## config.mk

```make
export PLATFORM = sky130hd
export DESIGN_NAME = fpu_stack_responder
export DESIGN_NICKNAME = d
export VERILOG_FILES = /design/src/rtl/fpu_stack_responder.sv
export SDC_FILE = /design/constraint.sdc
export NUM_CORES = 1
export LEC_CHECK = 0
export CAP_MARGIN = 10
export CORE_ASPECT_RATIO = 1.75
export CORE_MARGIN = 3
export CORE_UTILIZATION = 50
export CTS_CLUSTER_DIAMETER = 200
export CTS_CLUSTER_SIZE = 30
export DETAILED_ROUTE_END_ITERATION = 8
export PLACE_DENSITY = 0.69
export SLEW_MARGIN = 15
export SYNTH_ARGS = -nofsm -noshare
export SYNTH_HDL_FRONTEND = slang
export SYNTH_SLANG_ARGS = --single-unit
```

## constraint.sdc

```tcl
create_clock -name clk -period 4.3 [get_ports clk]
set_clock_uncertainty 0.2 [all_clocks]
set_input_delay 0.86 -clock clk [delete_from_list [all_inputs] [get_ports clk]]
set_output_delay 0.86 -clock clk [all_outputs]
set_load 0.005 [all_outputs]
```

## src/rtl/fpu_stack_responder.sv

```systemverilog
// Register-stack responder for the microsequencer: eight FP80 registers, TOP pointer and tags.
// Optional stack-fault detection is enabled by defining FPU_STACK_FAULT_EN.
module fpu_stack_responder #(
  parameter int          DEPTH_LOG2 = 3,
  parameter logic [79:0] INDEFINITE = 80'hFFFF_C000000000000000
) (
  input  logic        clk,
  input  logic        reset,
  input  logic        stack_push_req,
  input  logic        stack_pop_req,
  input  logic        stack_write_en,
  input  logic [2:0]  stack_write_sel,
  input  logic [79:0] stack_write_data,
  input  logic [2:0]  stack_read_sel,
  output logic [79:0] stack_read_data,
  output logic        stack_op_done,
  output logic [2:0]  stack_top,
  output logic [15:0] tag_word,
  input  logic        fault_clear,
  output logic        stack_fault,
  output logic        stack_c1
);

  localparam int N = 1 << DEPTH_LOG2;

  typedef enum logic {IDLE = 1'b0, DONE = 1'b1} state_t;

  state_t      state, state_next;
  logic [79:0] regs [N];
  logic [1:0]  tags [N];
  logic [2:0]  top;
  logic        go, do_push, do_pop, push_fault;
  logic [2:0]  push_top, pop_top, wr_idx, rd_idx;

  assign go       = (state == IDLE) && (stack_push_req || stack_pop_req || stack_write_en);
  assign do_push  = stack_push_req && !stack_pop_req;
  assign do_pop   = stack_pop_req && !stack_push_req;
  assign push_top = top - 3'd1;
  assign pop_top  = top + 3'd1;
  assign wr_idx   = top + stack_write_sel;
  assign rd_idx   = top + stack_read_sel;

  always_comb begin
    state_next = state;
    case (state)
      IDLE: if (go) state_next = DONE;
      DONE: state_next = IDLE;
      default: state_next = IDLE;
    endcase
  end

  // A pop+write applies the write first, so a pop of the written slot still empties it.
  always_ff @(posedge clk) begin
    if (reset) begin
      state <= IDLE;
      top   <= 3'd0;
      for (int i = 0; i < N; i++) begin
        regs[i] <= '0;
        tags[i] <= 2'b11;
      end
    end else begin
      state <= state_next;
      if (go) begin
        if (do_push) begin
          top            <= push_top;
          tags[push_top] <= 2'b00;
          if (push_fault)
            regs[push_top] <= INDEFINITE;
          else if (stack_write_en)
            regs[push_top] <= stack_write_data;
        end else begin
          if (stack_write_en) begin
            regs[wr_idx] <= stack_write_data;
            tags[wr_idx] <= 2'b00;
          end
          if (do_pop) begin
            tags[top] <= 2'b11;
            top       <= pop_top;
          end
        end
      end
    end
  end

`ifdef FPU_STACK_FAULT_EN
  logic pop_fault, sf_q, c1_q;

  assign push_fault = go && do_push && (tags[push_top] != 2'b11);
  assign pop_fault  = go && do_pop && (tags[top] == 2'b11) &&
                      !(stack_write_en && (stack_write_sel == 3'd0));

  // A fault in the same cycle as fault_clear takes priority.
  always_ff @(posedge clk) begin
    if (reset) begin
      sf_q <= 1'b0;
      c1_q <= 1'b0;
    end else if (push_fault || pop_fault) begin
      sf_q <= 1'b1;
      c1_q <= push_fault;
    end else if (fault_clear) begin
      sf_q <= 1'b0;
      c1_q <= 1'b0;
    end
  end

  assign stack_fault     = sf_q;
  assign stack_c1        = c1_q;
  assign stack_read_data = (tags[rd_idx] == 2'b11) ? INDEFINITE : regs[rd_idx];
`else
  logic unused_fault_clear;

  assign unused_fault_clear = fault_clear;
  assign push_fault         = 1'b0;
  assign stack_fault        = 1'b0;
  assign stack_c1           = 1'b0;
  assign stack_read_data    = regs[rd_idx];
`endif

  always_comb begin
    tag_word = '0;
    for (int i = 0; i < 8; i++)
      tag_word[2*i +: 2] = tags[i];
  end

  assign stack_top     = top;
  assign stack_op_done = (state == DONE) && !reset;

endmodule

```

### Word-level counts from Yosys, hierarchy flattened

Memories as Yosys holds them, arrays and structs flattened.
Cells that the tools add are included.

* output and inout bits: 102
* register bits: 4
* memory bits (writable): 656
* memories kept: 2
* input port bits: 92
* word-level logic and storage cells: 64

* reduce and logical (&&, ||, !) cells: 16
* mux-type cells: 39
* bitwise operators: 1
* add/sub/neg operators: 4

Memory list
* regs: depth 8, width 80, rd ports 1, clocked after memory_dff 0, wr ports 8, RTL line 29 `logic [79:0] regs [N];`
* tags: depth 8, width 2, rd ports 8, clocked after memory_dff 0, wr ports 8, RTL line 30 `logic [1:0] tags [N];`

Operator list (number)
* $mux 80: 2
* $reduce_or 80->1: 2
* $mux 1: 26
* $mux 3: 7
* $add 3x3->3: 2
* $mux 2: 3
* $reduce_or 2->1: 3
* $logic_and 1x1->1: 4
* $add 3x1->3 const B: 1
* $logic_not 1->1: 3
* $sub 3x1->3 const B: 1
* $logic_or 1x1->1: 2
* $pmux 1 s2: 1
* $reduce_and 2->1: 1
* $reduce_bool 2->1: 1
* $not 1->1: 1

### Longest topological paths before layout

* word-level depth: 9
* depth in mapped cells: 10
* gate-level depth less buffers: 7

### Worst setup path after synthesis

No wires, ideal clock.

* kind: in2reg
* from: in stack_pop_req
* to: mem regs[3][0] (enable)
* path slack: 0.362 ns
* setup time: 0.404 ns
* cell stages on the path: 6
* data arrival time: 3.334 ns
* data required time: 3.696 ns
* cells stage by stage: inv_1 -> ha_1 -> or4b_4 -> or3_4 -> a21oi_4 -> or2_2

RTL lines
* start, declared: RTL line 10 `input logic stack_pop_req,`
* end, declared: RTL line 29

### Worst setup path after layout

* from: in stack_read_sel[0]
* to: out stack_read_data[45]

* longest elaborated chain between the ends: 2

Ends and longest elaborated chain
* start, declared: RTL line 14 `input logic [2:0] stack_read_sel,`
* $add 3x3->3: RTL line 41 `assign rd_idx = top + stack_read_sel;`
* $mem_v2 8x80
* end, declared: RTL line 15 `output logic [79:0] stack_read_data,`

Every way passes these cells.

==> flow_summary.ini <==
[status]
outcome = finished, violations left
failing_checks = setup timing

[timing]
grt_setup_unrepaired = yes
timing.final.crit_share_pct = 104
final.min_clock_period_ns = 4.45
setup-tns-final_ns = -0.427
final.hold.worst_slack_ns = 0.361
setup-violations-final = 12
maxSlewViolCount = 0
timing.max_slew.rel_slack_pct = 41.4
worst_max_slew_pin_slew_ns = 0.876
fin_ws_ns = -0.152
finalHoldViolations = 0
max_freq_mhz = 225

[worst_setup_path]
worst_setup_path_startpoint = stack_read_sel[0]
timing.critical_path.slowest_stage_cell = sky130_fd_sc_hd__fa_4
worstPathArrival_ns = 3.39
timing.critical_path.cells = buf_6 > ha_4 > fa_4 > nand2b_4 > or2_4 > buf_12 > buf_12 > a2bb2oi_2 > and3_1 > clkdlybuf4s50_1
critical-path-max-stage-delay_ns = 0.81
critical_path.max_fanout = 8
critical_path.reg2reg.endpoint = regs[1][11]
rr_startpoint = stack_top[1]
timing_worst_setup_path_type = input pin to output pin
worst_setup_path_end_kind = output pin
worst-r2r-setup-slack_ns = 1.08
reg2regPathDepth = 8
cp-start-kind = input pin
critPathRequiredTime_ns = 3.24
critical_path.most_common_cell = sky130_fd_sc_hd__buf_12

[placement]
postPlaceCellArea_um2 = 34500
buffer_ports.inserted = 190
hpwl_um = 48400
placement.setup.worst_slack_ns = -0.974
placed_cells = 3318
place.gp.congestion = 0.850

[routing]
vias = 20032
routedWlPerCell_um = 24.7
drt.antenna.violating_nets = 0
route.final.wire_length_um = 84200
drt_first_iter_violations = 1621
drtPass1Iterations = 5
drt_drc_violations_left = 0
drt-vias-per-instance = 5.88

[layout]
syn2layout_area_growth_pct = 19.2
post_route_cell_area_um2 = 36200
post_route_core_utilization_pct = 60.2
stdcell_count = 3408
fillerInstances = 4737
post_route_cells_drive_above_1_share_pct = 14.7
finish.net_count = 2697

[clocking]
cts_tree = done
htreeDepth = 1
numClockSinks = 652
clock_insertion_delay_worst_skew_ns = 0.59
cts_buffers = 25
max-clock-path-buffers = 3
path_clk_slew_ns = 0.11
root_buffer = sky130_fd_sc_hd__clkbuf_16

[logic_synthesis]
ys_warn_count = 0
post_synth_xor_area_fraction_pct = 0.342
synth-main-ff-cell = sky130_fd_sc_hd__edfxtp_1
synth.avg_cell_area_um2 = 12.7
synth_sequential_area_ratio_pct = 64.0
main_combinational_cell_family_by_area_after_synthesis = simple AND/OR/NAND/NOR gates
synth_cell_type_count = 52
muxShareOfSynthArea_pct = 2.64
postSynth.asyncResetShare_pct = 0
synth_area_in_compound_gates_pct = 6.57
syn-cell-area_um2 = 30400
post_synth_fa_ha_maj_area_fraction_pct = 0.420
synthesis.instances = 2395
synth_edf_count = 640
synthSimpleGateAreaFrac_pct = 23.1
postSynthRegisterBits = 652

[floorplanning]
std_cell_rows = 119
die-area_um2 = 63900
chipWidth_um = 192
placeableCoreArea_um2 = 60200
die_height_um = 332
floorplan.io_pins = 194
initial_utilization_pct = 50.5

[pwr]
design_power_total_mw = 15.2
power-per-cell-area_nw_per_um2 = 420
peakVddDrop_uv = 314
power.leakage_nw = 13.4

[worst_hold_path]
min_delay_path_depth = 2
worst_hold_start = tags[2][0]
worst_hold_path.endpoint = tags[2][0]
hold_class = flip-flop to flip-flop

[grt]
first_pass_grt_wire_length_um = 126000
top_usage_layer = met2
grtUsageMet1_pct = 32.3
grt_antenna_before_repair = 9
grt.total_usage_pct = 25.9
grt.met3_usage_pct = 2.72
grt_start_max_net_pins = 81
via_count_of_the_first_global_routing_pass = 20842
grt.overflow.total = 0
groute.layer.met2.usage_pct = 46.2

[flow_run]
max_cap_viol_count = 0
==> cells in the final DEF, fill, tap and decap left out, types with 23 or more instances in the layout <==
cell type                           n
sky130_fd_sc_hd__a211oi_1          56
sky130_fd_sc_hd__a211oi_2          28
sky130_fd_sc_hd__a2bb2oi_1         53
sky130_fd_sc_hd__a2bb2oi_2         23
sky130_fd_sc_hd__and2_1           640
sky130_fd_sc_hd__and3_1            52
sky130_fd_sc_hd__and3_4            26
sky130_fd_sc_hd__buf_12            82
sky130_fd_sc_hd__buf_4             69
sky130_fd_sc_hd__clkbuf_16         27
sky130_fd_sc_hd__clkbuf_2          26
sky130_fd_sc_hd__clkdlybuf4s50_1  109
sky130_fd_sc_hd__edfxtp_1         640
sky130_fd_sc_hd__mux2i_1           76
sky130_fd_sc_hd__nor2_1            94
sky130_fd_sc_hd__nor2b_1           84
sky130_fd_sc_hd__nor3_1           141
sky130_fd_sc_hd__nor3b_1           78
sky130_fd_sc_hd__o21ai_0           59
sky130_fd_sc_hd__o21ai_1           25
==> synth_stat cells, types with 7 or more instances <==
library cell	number	share of area (%)
sky130_fd_sc_hd__and2_1	640	13
sky130_fd_sc_hd__edfxtp_1	640	63
sky130_fd_sc_hd__nor3_1	159	2.6
sky130_fd_sc_hd__clkbuf_1	115	1.4
sky130_fd_sc_hd__nor2_1	94	1.2
sky130_fd_sc_hd__a211oi_1	84	2.1
sky130_fd_sc_hd__nor2b_1	84	1.7
sky130_fd_sc_hd__o21ai_0	84	1.4
sky130_fd_sc_hd__nor3b_1	80	2.0
sky130_fd_sc_hd__mux2i_1	79	2.6
sky130_fd_sc_hd__a2bb2oi_1	78	2.2
sky130_fd_sc_hd__and3_1	78	1.6
sky130_fd_sc_hd__clkbuf_2	48	0.79
sky130_fd_sc_hd__buf_2	12	0.20
sky130_fd_sc_hd__dfxtp_1	12	0.79
sky130_fd_sc_hd__buf_4	11	0.27
sky130_fd_sc_hd__or2_2	10	0.21
sky130_fd_sc_hd__nand3_1	9	0.15
sky130_fd_sc_hd__buf_1	8	0.099
sky130_fd_sc_hd__ha_1	7	0.29
sky130_fd_sc_hd__inv_1	7	0.086
==> layer usage <==
metal  vias to the layer above  routed length (µm)  part of all wire [%]
li1                       9015                   -                     -
met1                     10161               32600                    39
met2                       719               44300                    53
met3                       135                4830                   5.7
met4                         2                2440                   2.9
met5                         -                  20                 0.024
==> timing repair <==
| action | CTS | global route |
|---|---|---|
| hold endpoints to repair | 0 | 0 |
| gates cloned | 4 | 3 |
| hold buffers | 0 | 0 |
| setup buffers | 16 | 18 |
| pin swaps | 28 | 36 |
| gates resized for setup | 237 | 153 |
| setup endpoints to repair | 80 | 78 |
==> report_power, final <==
| part | switching, mW | internal, mW |
|---|---|---|
| Clock | 1.85 | 1.13 |
| Combinational | 2.49 | 2.26 |
| Sequential | 0.118 | 7.37 |
==> worst max-delay path: cells and delay by family <==
family                   cells  cell delay [ns]
AO/OA/AOI/OAI                1             0.14
adder cells (fa/ha/maj)      2             0.96
buffers and inverters        4             0.89
AND/OR/NAND/NOR              3             0.53
==> cell type report <==
type,instances,area (µm²),area share [%]
Sequential cell,652,19500,53.7
Multi-Input combinational cell,1543,10700,29.6
Timing Repair Buffer,367,4310,11.9
Tap cell,786,983,2.71
Clock buffer,44,697,1.92
Inverter,7,26.3,0.0725
Antenna cell,8,20.0,0.0552
Clock inverter,1,8.76,0.0242
==> state kept, by name, summed over array words and instances (netlist names) <==
| register | count |
|---|---|
| tags | 8 |
| state | 1 |
| stack_top | 3 |
| regs | 640 |
==> how the worst max path moves through the flow <==
stage | to | slack (ns) | cells past startpoint
3_5_place_dp | stack_read_data[0] | -0.97 | 10
5_1_grt | stack_read_data[45] | -0.21 | 9
4_1_cts | stack_read_data[48] | -0.29 | 10
6_report | stack_read_data[45] | -0.15 | 10
3_3_place_gp | stack_read_data[0] | -0.94 | 10
2_1_floorplan | regs[3][0] | 0.36 | 6
==> logic make-up (layout without fill, tap and decap cells) <==
logic type / after synthesis / in the layout
compound gates: 273 / 273
xor+xnor: 7 / 8
fa+ha+maj: 9 / 9
buf+inv: 202 / 419
flops: 652 / 652
mux: 80 / 80
other cells: 1 / 10
simple gates: 1171 / 1171
No activity file was read; power rests on OpenSTA's default activity.
